$ cat src/rtl/cpu_usm_v2.sv
// Multi-cycle RV32I core (FETCH/EXEC/MEM/HALT) with separate instruction and data ports.
// Latency: 2 cycles per non-memory instruction, 3 per load/store, with zero-wait memories.
// Backpressure: imem_req/dmem_req stay high and all outputs hold steady until the ready input; ready is ignored while req is low.
module cpu_usm_v2 #(
    parameter logic [31:0] RESET_PC       = 32'h0000_0000,
    parameter bit          HALT_ON_SYSTEM = 1'b1,
    parameter int          CNT_W          = 32
) (
    input  logic             clk,
    input  logic             reset,
    output logic             imem_req,
    output logic [31:0]      imem_addr,
    input  logic             imem_ready,
    input  logic [31:0]      imem_rdata,
    output logic             dmem_req,
    output logic             dmem_we,
    output logic [3:0]       dmem_be,
    output logic [31:0]      dmem_addr,
    output logic [31:0]      dmem_wdata,
    input  logic             dmem_ready,
    input  logic [31:0]      dmem_rdata,
    output logic [31:0]      pc,
    output logic             retire,
    output logic [CNT_W-1:0] instret,
    output logic             halted,
    output logic             trap
);

    localparam logic [6:0] OPC_LUI    = 7'b0110111;
    localparam logic [6:0] OPC_AUIPC  = 7'b0010111;
    localparam logic [6:0] OPC_JAL    = 7'b1101111;
    localparam logic [6:0] OPC_JALR   = 7'b1100111;
    localparam logic [6:0] OPC_BRANCH = 7'b1100011;
    localparam logic [6:0] OPC_LOAD   = 7'b0000011;
    localparam logic [6:0] OPC_STORE  = 7'b0100011;
    localparam logic [6:0] OPC_OPIMM  = 7'b0010011;
    localparam logic [6:0] OPC_OP     = 7'b0110011;
    localparam logic [6:0] OPC_FENCE  = 7'b0001111;
    localparam logic [6:0] OPC_SYSTEM = 7'b1110011;

    typedef enum logic [1:0] {S_FETCH, S_EXEC, S_MEM, S_HALT} state_t;

    state_t      state;
    logic [31:0] ir;
    logic [31:0] regs [0:31];

    logic [6:0]  opcode;
    logic [4:0]  rd, rs1, rs2, shamt;
    logic [2:0]  f3;
    logic [6:0]  f7;
    logic [31:0] imm_i, imm_s, imm_b, imm_u, imm_j;
    logic [31:0] rs1v, rs2v, op_b, alu;
    logic [31:0] mem_addr, st_data, jalr_tgt, br_tgt, ld_lane, ld_data;
    logic [3:0]  mem_be;
    logic [31:0] next_pc, wr_data, rf_wdata;
    logic        wr_en, fault, is_mem, sys_halt, taken, br_ok, mem_misal, rf_we;

    // Requests follow the state; imem_req is also gated by reset so it drops the instant reset asserts
    assign imem_req  = reset && (state == S_FETCH);
    assign imem_addr = pc;
    assign dmem_req  = (state == S_MEM);

    // Field extraction, immediates and register reads (x0 always reads zero)
    always_comb begin
        opcode = ir[6:0];
        rd     = ir[11:7];
        f3     = ir[14:12];
        rs1    = ir[19:15];
        rs2    = ir[24:20];
        f7     = ir[31:25];
        imm_i  = {{20{ir[31]}}, ir[31:20]};
        imm_s  = {{20{ir[31]}}, ir[31:25], ir[11:7]};
        imm_b  = {{19{ir[31]}}, ir[31], ir[7], ir[30:25], ir[11:8], 1'b0};
        imm_u  = {ir[31:12], 12'h000};
        imm_j  = {{11{ir[31]}}, ir[31], ir[19:12], ir[20], ir[30:21], 1'b0};
        rs1v   = (rs1 == 5'd0) ? 32'd0 : regs[rs1];
        rs2v   = (rs2 == 5'd0) ? 32'd0 : regs[rs2];
    end

    // Integer ALU shared by OP and OP-IMM
    always_comb begin
        op_b  = (opcode == OPC_OP) ? rs2v : imm_i;
        shamt = op_b[4:0];
        case (f3)
            3'd0:    alu = (opcode == OPC_OP && f7[5]) ? rs1v - op_b : rs1v + op_b;
            3'd1:    alu = rs1v << shamt;
            3'd2:    alu = {31'd0, $signed(rs1v) < $signed(op_b)};
            3'd3:    alu = {31'd0, rs1v < op_b};
            3'd4:    alu = rs1v ^ op_b;
            3'd5:    alu = f7[5] ? 32'($signed(rs1v) >>> shamt) : rs1v >> shamt;
            3'd6:    alu = rs1v | op_b;
            default: alu = rs1v & op_b;
        endcase
    end

    // Branch condition, load/store address, lane mapping and load data extraction
    always_comb begin
        taken = 1'b0;
        br_ok = 1'b1;
        case (f3)
            3'd0:    taken = (rs1v == rs2v);
            3'd1:    taken = (rs1v != rs2v);
            3'd4:    taken = ($signed(rs1v) < $signed(rs2v));
            3'd5:    taken = ($signed(rs1v) >= $signed(rs2v));
            3'd6:    taken = (rs1v < rs2v);
            3'd7:    taken = (rs1v >= rs2v);
            default: br_ok = 1'b0;
        endcase
        br_tgt   = pc + imm_b;
        jalr_tgt = rs1v + imm_i;
        mem_addr = rs1v + ((opcode == OPC_STORE) ? imm_s : imm_i);
        case (f3[1:0])
            2'd0: begin
                mem_be    = 4'b0001 << mem_addr[1:0];
                st_data   = {4{rs2v[7:0]}};
                mem_misal = 1'b0;
            end
            2'd1: begin
                mem_be    = 4'b0011 << mem_addr[1:0];
                st_data   = {2{rs2v[15:0]}};
                mem_misal = mem_addr[0];
            end
            default: begin
                mem_be    = 4'b1111;
                st_data   = rs2v;
                mem_misal = (mem_addr[1:0] != 2'b00);
            end
        endcase
        ld_lane = dmem_rdata >> {dmem_addr[1:0], 3'b000};
        case (f3)
            3'd0:    ld_data = {{24{ld_lane[7]}}, ld_lane[7:0]};
            3'd1:    ld_data = {{16{ld_lane[15]}}, ld_lane[15:0]};
            3'd4:    ld_data = {24'd0, ld_lane[7:0]};
            3'd5:    ld_data = {16'd0, ld_lane[15:0]};
            default: ld_data = ld_lane;
        endcase
    end

    // EXEC decision: next pc, register write, memory hand-off, faults and SYSTEM halt
    always_comb begin
        next_pc  = pc + 32'd4;
        wr_en    = 1'b0;
        wr_data  = alu;
        fault    = 1'b0;
        is_mem   = 1'b0;
        sys_halt = 1'b0;
        case (opcode)
            OPC_LUI: begin
                wr_en   = 1'b1;
                wr_data = imm_u;
            end
            OPC_AUIPC: begin
                wr_en   = 1'b1;
                wr_data = pc + imm_u;
            end
            OPC_JAL: begin
                wr_en   = 1'b1;
                wr_data = pc + 32'd4;
                next_pc = pc + imm_j;
                fault   = next_pc[1];
            end
            OPC_JALR: begin
                wr_en   = 1'b1;
                wr_data = pc + 32'd4;
                next_pc = {jalr_tgt[31:1], 1'b0};
                fault   = jalr_tgt[1] || (f3 != 3'd0);
            end
            OPC_BRANCH: begin
                if (taken) next_pc = br_tgt;
                fault = !br_ok || (taken && br_tgt[1]);
            end
            OPC_LOAD: begin
                is_mem = 1'b1;
                fault  = mem_misal || (f3 == 3'd3) || (f3 == 3'd6) || (f3 == 3'd7);
            end
            OPC_STORE: begin
                is_mem = 1'b1;
                fault  = mem_misal || f3[2] || (f3 == 3'd3);
            end
            OPC_OPIMM: begin
                wr_en = 1'b1;
                if (f3 == 3'd1)      fault = (f7 != 7'h00);
                else if (f3 == 3'd5) fault = (f7 != 7'h00) && (f7 != 7'h20);
            end
            OPC_OP: begin
                wr_en = 1'b1;
                fault = !((f7 == 7'h00) || (f7 == 7'h20 && (f3 == 3'd0 || f3 == 3'd5)));
            end
            OPC_FENCE: ;
            OPC_SYSTEM: begin
                if (HALT_ON_SYSTEM) begin
                    sys_halt = 1'b1;
                    next_pc  = pc;
                end
            end
            default: fault = 1'b1;
        endcase
        if (fault) wr_en = 1'b0;
    end

    // Register-file write port: ALU/jump results in EXEC, load data when MEM completes
    always_comb begin
        rf_we    = 1'b0;
        rf_wdata = wr_data;
        if (state == S_EXEC) begin
            rf_we = wr_en && (rd != 5'd0);
        end else if (state == S_MEM) begin
            rf_we    = dmem_ready && !dmem_we && (rd != 5'd0);
            rf_wdata = ld_data;
        end
    end

    // Register file storage, intentionally not reset
    always_ff @(posedge clk) begin
        if (rf_we) regs[rd] <= rf_wdata;
    end

    // Control FSM with registered pc, retire pulse, counter and status outputs
    always_ff @(posedge clk or negedge reset) begin
        if (!reset) begin
            state      <= S_FETCH;
            pc         <= RESET_PC;
            ir         <= 32'd0;
            retire     <= 1'b0;
            instret    <= '0;
            halted     <= 1'b0;
            trap       <= 1'b0;
            dmem_we    <= 1'b0;
            dmem_be    <= 4'd0;
            dmem_addr  <= 32'd0;
            dmem_wdata <= 32'd0;
        end else begin
            retire <= 1'b0;
            case (state)
                S_FETCH: begin
                    if (imem_ready) begin
                        ir    <= imem_rdata;
                        state <= S_EXEC;
                    end
                end
                S_EXEC: begin
                    if (fault) begin
                        state  <= S_HALT;
                        halted <= 1'b1;
                        trap   <= 1'b1;
                    end else if (is_mem) begin
                        dmem_we    <= (opcode == OPC_STORE);
                        dmem_be    <= mem_be;
                        dmem_addr  <= mem_addr;
                        dmem_wdata <= st_data;
                        state      <= S_MEM;
                    end else begin
                        pc      <= next_pc;
                        retire  <= 1'b1;
                        instret <= instret + CNT_W'(1);
                        halted  <= sys_halt;
                        state   <= sys_halt ? S_HALT : S_FETCH;
                    end
                end
                S_MEM: begin
                    if (dmem_ready) begin
                        pc      <= pc + 32'd4;
                        retire  <= 1'b1;
                        instret <= instret + CNT_W'(1);
                        state   <= S_FETCH;
                    end
                end
                default: ;
            endcase
        end
    end

endmodule

$ cat config.mk
export PLATFORM = sky130hd
export DESIGN_NAME = cpu_usm_v2
export DESIGN_NICKNAME = d
export VERILOG_FILES = /design/src/rtl/cpu_usm_v2.sv
export SDC_FILE = /design/constraint.sdc
export NUM_CORES = 2
export LEC_CHECK = 0
export BUFFER_PORTS_ARGS = -buffer_cell sky130_fd_sc_hd__buf_2
export CORE_MARGIN = 3
export CORE_UTILIZATION = 59
export CTS_BUF_LIST = sky130_fd_sc_hd__clkbuf_4 sky130_fd_sc_hd__clkbuf_8
export DETAILED_ROUTE_END_ITERATION = 10
export PLACE_DENSITY = 0.79
export REMOVE_ABC_BUFFERS = 1
export SLEW_MARGIN = 10
export SYNTH_ARGS = -nofsm -noshare
export SYNTH_HDL_FRONTEND = slang
export SYNTH_SLANG_ARGS = --single-unit
$ cat constraint.sdc
create_clock -name clk -period 9.4 [get_ports clk]
set_input_delay 1.88 -clock clk [delete_from_list [all_inputs] [get_ports clk]]
set_output_delay 1.88 -clock clk [all_outputs]
set_load 0.01 [all_outputs]
==> flow_summary.html <==
<table>
<tr><th>Metric</th><th>Value</th></tr>
<tr><th colspan="2">Die</th></tr>
<tr><td>Initial standard-cell utilization of the core</td><td>59.9%</td></tr>
<tr><td>Area inside the core boundary</td><td>between 100,000 and 150,000 sq um</td></tr>
<tr><td>Overall die area</td><td>approximately 130,000 sq um</td></tr>
<tr><td>Die H</td><td>roughly 360 um</td></tr>
<tr><td>Width of the die</td><td>roughly 360 um</td></tr>
<tr><td>Standard-cell rows</td><td>~130</td></tr>
<tr><td>I/O pin cnt</td><td>around 240</td></tr>
<tr><th colspan="2">Timing</th></tr>
<tr><td>Transition time of the tightest slew-check pin</td><td>1.43 ns</td></tr>
<tr><td>Setup repair after global routing missed its margin</td><td>no</td></tr>
<tr><td>Worst max-slew margin expressed relative to the limit</td><td>roughly 1.8%</td></tr>
<tr><td>Final hold violation count</td><td>0</td></tr>
<tr><td>Maximum clock frequency</td><td>approximately 110 MHz</td></tr>
<tr><td>Final-layout setup total negative slack</td><td>0 ns</td></tr>
<tr><td>Final Skew</td><td>slightly below 0.1 ns</td></tr>
<tr><td>Clock period minus worst slack</td><td>8.74 ns</td></tr>
<tr><td>Final Slew Violations</td><td>0</td></tr>
<tr><td>Final worst slack</td><td>0.664 ns</td></tr>
<tr><td>Crit share post-route</td><td>92.9%</td></tr>
<tr><td>Final setup viols</td><td>0</td></tr>
<tr><th colspan="2">CTS</th></tr>
<tr><td>Number of buffers inserted by post-CTS setup repair</td><td>0</td></tr>
<tr><td>Cts repair resizes</td><td>0</td></tr>
<tr><td>Maximum root-to-sink buffer count</td><td>3</td></tr>
<tr><td>Clock latency reported for the late side of the worst-skew pair</td><td>slightly below 1 ns</td></tr>
<tr><td>H-tree depth</td><td>4</td></tr>
<tr><td>CTS clk-pin slew, worst paths</td><td>around 0.060 ns</td></tr>
<tr><td>Number of buffers inserted by hold repair at cts</td><td>0</td></tr>
<tr><td>Sinks on Clock Net</td><td>about 1,200</td></tr>
<tr><td>TritonCTS buffer count</td><td>approximately 190</td></tr>
<tr><td>CTS tree</td><td>built</td></tr>
<tr><td>Clock Tree Root</td><td>sky130_fd_sc_hd__clkbuf_8</td></tr>
<tr><th colspan="2">Logic synthesis</th></tr>
<tr><td>Post-synthesis sequential element count</td><td>around 1,200</td></tr>
<tr><td>Number of cells produced by synthesis</td><td>6,007</td></tr>
<tr><td>Share of synthesized area spent on multiplexers</td><td>a little over 20%</td></tr>
<tr><td>Synth unique cells</td><td>90</td></tr>
<tr><td>Share of Yosys cell area claimed by the top area cell type</td><td>a little over two fifths</td></tr>
<tr><td>Main combinational cell family by area after synthesis</td><td>multiplexers</td></tr>
<tr><td>Count of yosys warnings during synthesis</td><td>0</td></tr>
<tr><td>Arithmetic-cell share of the synthesized area counting full adders, half adders and majority gates</td><td>3.98%</td></tr>
<tr><td>Area share of xor/xnor cells in the synthesized design</td><td>~2.4%</td></tr>
<tr><td>Compound-Gate Fraction of Synth Area</td><td>about an eighth</td></tr>
<tr><td>Dominant cells by area after synthesis</td><td>sky130_fd_sc_hd__edfxtp_1 (42%), sky130_fd_sc_hd__mux4_2 (15%), sky130_fd_sc_hd__dfrtp_1 (5.7%)</td></tr>
<tr><td>Combined area of all synthesized cells</td><td>roughly 74,000 sq um</td></tr>
<tr><td>Seq/Total Area, Yosys</td><td>a little under half</td></tr>
<tr><td>Synth Area in Simple Gates</td><td>under 10%</td></tr>
<tr><td>Share of async-settable or async-resettable flops after synthesis</td><td>14.2%</td></tr>
<tr><td>Primary FF master, synth</td><td>sky130_fd_sc_hd__edfxtp_1</td></tr>
<tr><td>Post-synth top area cell</td><td>sky130_fd_sc_hd__edfxtp_1</td></tr>
<tr><td>Count of flip-flops with a built-in enable after synthesis</td><td>1,024</td></tr>
<tr><td>Post-synthesis average cell area</td><td>about 12 sq um</td></tr>
<tr><th colspan="2">Worst hold path</th></tr>
<tr><td>HP Class</td><td>register to register</td></tr>
<tr><td>WHS Path Cells</td><td>1</td></tr>
<tr><td>Worst Hold Endpoint</td><td>instret[31]</td></tr>
<tr><td>Startpoint of the lowest-slack hold path</td><td>instret[31]</td></tr>
<tr><th colspan="2">Setup path</th></tr>
<tr><td>Critical Path, Cell by Cell</td><td>buf_12, mux4_2, mux4_2, o21ai_0, nor2_1, ha_1, nand4_1, or2_2, nor2_1, nand3_1, nor2_1, and4b_4, mux2_2, a2111oi_4, and2_1, a21oi_2, o21ai_1, buf_4, nor4_2, buf_4</td></tr>
<tr><td>Sort of element at the start of the critical path</td><td>register</td></tr>
<tr><td>Type of the worst setup path</td><td>register to register</td></tr>
<tr><td>Cell with the biggest individual delay on the critical path</td><td>sky130_fd_sc_hd__dfrtp_4</td></tr>
<tr><td>Max Fanout on Critical Path</td><td>46</td></tr>
<tr><td>Count of buffer and inverter cells on the critical path</td><td>3</td></tr>
<tr><td>Data required time of the critical path</td><td>between 9 and 10 ns</td></tr>
<tr><td>Slowest stage delay, CP</td><td>~0.96 ns</td></tr>
<tr><td>R2r endpoint</td><td>regs[25][10]</td></tr>
<tr><td>Critical path depth</td><td>20</td></tr>
<tr><td>Worst r2r src</td><td>ir[15]</td></tr>
<tr><td>CP endpoint kind</td><td>register</td></tr>
<tr><td>Most repeated library cell on the critical path</td><td>sky130_fd_sc_hd__nor2_1</td></tr>
<tr><td>Reg2Reg Setup Slack</td><td>around 0.66 ns</td></tr>
<tr><td>Depth of the worst register-to-register path</td><td>20</td></tr>
<tr><td>Cell family with the largest share of critical-path delay</td><td>compound AO/OA/AOI/OAI gates</td></tr>
<tr><td>Endpoint arrival time on the critical path</td><td>just over 9 ns</td></tr>
<tr><th colspan="2">Placement</th></tr>
<tr><td>Number of placed cells counting well taps</td><td>7,694</td></tr>
<tr><td>Number of buffers added on ports</td><td>235</td></tr>
<tr><td>Pre-CTS setup slack</td><td>0.981 ns</td></tr>
<tr><td>Total half-perimeter wirelength after legalization and detailed placement</td><td>between 200 and 250 mm</td></tr>
<tr><td>Placer congestion estimate</td><td>1.10</td></tr>
<tr><th colspan="2">Global routing</th></tr>
<tr><td>Via count of the first global-routing pass</td><td>59,300</td></tr>
<tr><td>First-pass GRT wire length</td><td>roughly 420 mm</td></tr>
<tr><td>Antenna violations before repair</td><td>15</td></tr>
<tr><td>Tot GR Track Use</td><td>45.7%</td></tr>
<tr><td>Leftover overflow at the end of global routing</td><td>0</td></tr>
<tr><td>Pin count of the biggest net entering global routing</td><td>89</td></tr>
<tr><th colspan="2">Detailed routing</th></tr>
<tr><td>Routed Antenna Nets</td><td>0</td></tr>
<tr><td>Vias</td><td>slightly above 60,000</td></tr>
<tr><td>Violation count after the first detailed-routing iteration</td><td>just over 10,000</td></tr>
<tr><td>Avg WL per Cell</td><td>between 30 and 40 um</td></tr>
<tr><td>Pre-Repair DR Iteration Count</td><td>7</td></tr>
<tr><td>DR vias/cell</td><td>between 7 and 8</td></tr>
<tr><td>Wirelength, routed</td><td>roughly 300 mm</td></tr>
<tr><td>DRC</td><td>0</td></tr>
<tr><th colspan="2">Run status</th></tr>
<tr><td>Run status</td><td>complete, no violations</td></tr>
<tr><th colspan="2">Cells and area</th></tr>
<tr><td>Area Growth Syn to Fin</td><td>10.9%</td></tr>
<tr><td>Final Non-Filler Cells</td><td>between 8,000 and 9,000</td></tr>
<tr><td>Post-layout utilization of the core</td><td>66.4%</td></tr>
<tr><td>FILL cells</td><td>8,654</td></tr>
<tr><td>Final layout net count</td><td>~6,600</td></tr>
<tr><td>Fraction of final layout cells sized beyond drive strength 1</td><td>24.4%</td></tr>
<tr><td>Leading cell type in the layout, fill and taps excluded</td><td>sky130_fd_sc_hd__edfxtp_1</td></tr>
<tr><td>Most frequent cells in the layout</td><td>sky130_fd_sc_hd__edfxtp_1 (1,024), sky130_fd_sc_hd__mux4_2 (480), sky130_fd_sc_hd__nand2_1 (472), sky130_fd_sc_hd__a21oi_1 (451), sky130_fd_sc_hd__o21ai_0 (349)</td></tr>
<tr><th colspan="2">Run</th></tr>
<tr><td>Number of max-capacitance violations reported</td><td>0</td></tr>
</table>
-- how the worst max path moves through the flow --
stage	from	end	slack, ns
floorplan	ir[15]	regs[12][0]	-12.72
global placement	ir[15]	regs[24][23]	1.20
detailed placement	ir[15]	regs[25][23]	0.98
CTS	ir[15]	regs[16][9]	0.93
global route	ir[15]	regs[25][10]	0.48
finish	ir[15]	regs[25][10]	0.66
-- through the flow --
step / hold slack (ns) / cell area (sq um)
after floorplan: 0.495 / 71500
after global placement: 0.454 / 77600
after detailed placement: 0.456 / 77600
after CTS: 0.465 / 81500
after global routing: 0.498 / 81600
final: 0.461 / 81600
-- metal layers --
metal	GRT usage, %	vias to the layer above	part of all wire (%)	wire (um)
li1	-	24000	-	-
met1	55.0	29200	33	97300
met2	67.5	5789	43	130000
met3	14.8	1502	14	41800
met4	37.2	6	10	30300
met5	0.222	-	0.014	41
-- area by class of cell --
| class | count | area (sq um) | area share, % |
|---|---|---|---|
| multi-input combinational | 4207 | 36400 | 44.6 |
| sequential | 1193 | 35000 | 42.9 |
| timing repair buffer | 498 | 3500 | 4.29 |
| clock buffer | 248 | 3080 | 3.77 |
| tap | 1625 | 2030 | 2.49 |
| clock inverter | 101 | 885 | 1.08 |
| inverter | 171 | 644 | 0.790 |
| antenna | 12 | 30.0 | 0.0368 |
-- cells by family after synthesis --
| logic type | Yosys count |
|---|---|
| AND/OR/NAND/NOR | 1289 |
| flip-flops | 1193 |
| AO/OA/AOI/OAI | 1542 |
| buffers and inverters | 640 |
| adder cells (fa/ha/maj) | 230 |
| XOR/XNOR | 203 |
| multiplexers | 909 |
| other | 1 |
-- synthesized netlist by cell type (13+ instances only) --
cell type,number
sky130_fd_sc_hd__o22ai_1,59
sky130_fd_sc_hd__o211ai_1,58
sky130_fd_sc_hd__a21oi_1,454
sky130_fd_sc_hd__a22oi_1,31
sky130_fd_sc_hd__buf_1,54
sky130_fd_sc_hd__o21ai_1,13
sky130_fd_sc_hd__a211o_1,26
sky130_fd_sc_hd__or2_2,19
sky130_fd_sc_hd__o221ai_1,48
sky130_fd_sc_hd__xnor2_1,124
sky130_fd_sc_hd__o21a_1,44
sky130_fd_sc_hd__nor2b_1,26
sky130_fd_sc_hd__o21ai_0,351
sky130_fd_sc_hd__mux2_2,143
sky130_fd_sc_hd__nand3_1,93
sky130_fd_sc_hd__mux2_1,16
sky130_fd_sc_hd__o31ai_1,21
sky130_fd_sc_hd__a21o_1,82
sky130_fd_sc_hd__dfrtp_1,169
sky130_fd_sc_hd__nor4_1,28
sky130_fd_sc_hd__nand4_1,50
sky130_fd_sc_hd__a221oi_1,46
sky130_fd_sc_hd__o21bai_1,45
sky130_fd_sc_hd__nand2_1,472
sky130_fd_sc_hd__or3_1,27
sky130_fd_sc_hd__buf_6,27
sky130_fd_sc_hd__ha_1,222
sky130_fd_sc_hd__inv_1,163
sky130_fd_sc_hd__mux4_2,480
sky130_fd_sc_hd__xor2_1,79
sky130_fd_sc_hd__edfxtp_1,1024
sky130_fd_sc_hd__nand2b_1,40
sky130_fd_sc_hd__and2_1,39
sky130_fd_sc_hd__a31oi_1,56
sky130_fd_sc_hd__buf_4,49
sky130_fd_sc_hd__clkbuf_1,274
sky130_fd_sc_hd__a211oi_1,67
sky130_fd_sc_hd__mux2i_1,270
sky130_fd_sc_hd__nor2_1,324
sky130_fd_sc_hd__and3_1,44
sky130_fd_sc_hd__nor3_1,99
sky130_fd_sc_hd__buf_2,61
-- flip-flops by register name (all words and copies together), names as in the netlist --
signal / count
dmem_be: 4
instret: 32
dmem_addr: 32
retire: 1
state: 2
dmem_wdata: 32
dmem_we: 1
trap: 1
imem_addr: 31
regs: 1024
halted: 1
ir: 32
Power is not shown: default switching activity piles up to over one toggle a cycle in this logic, so the estimate is an artifact.
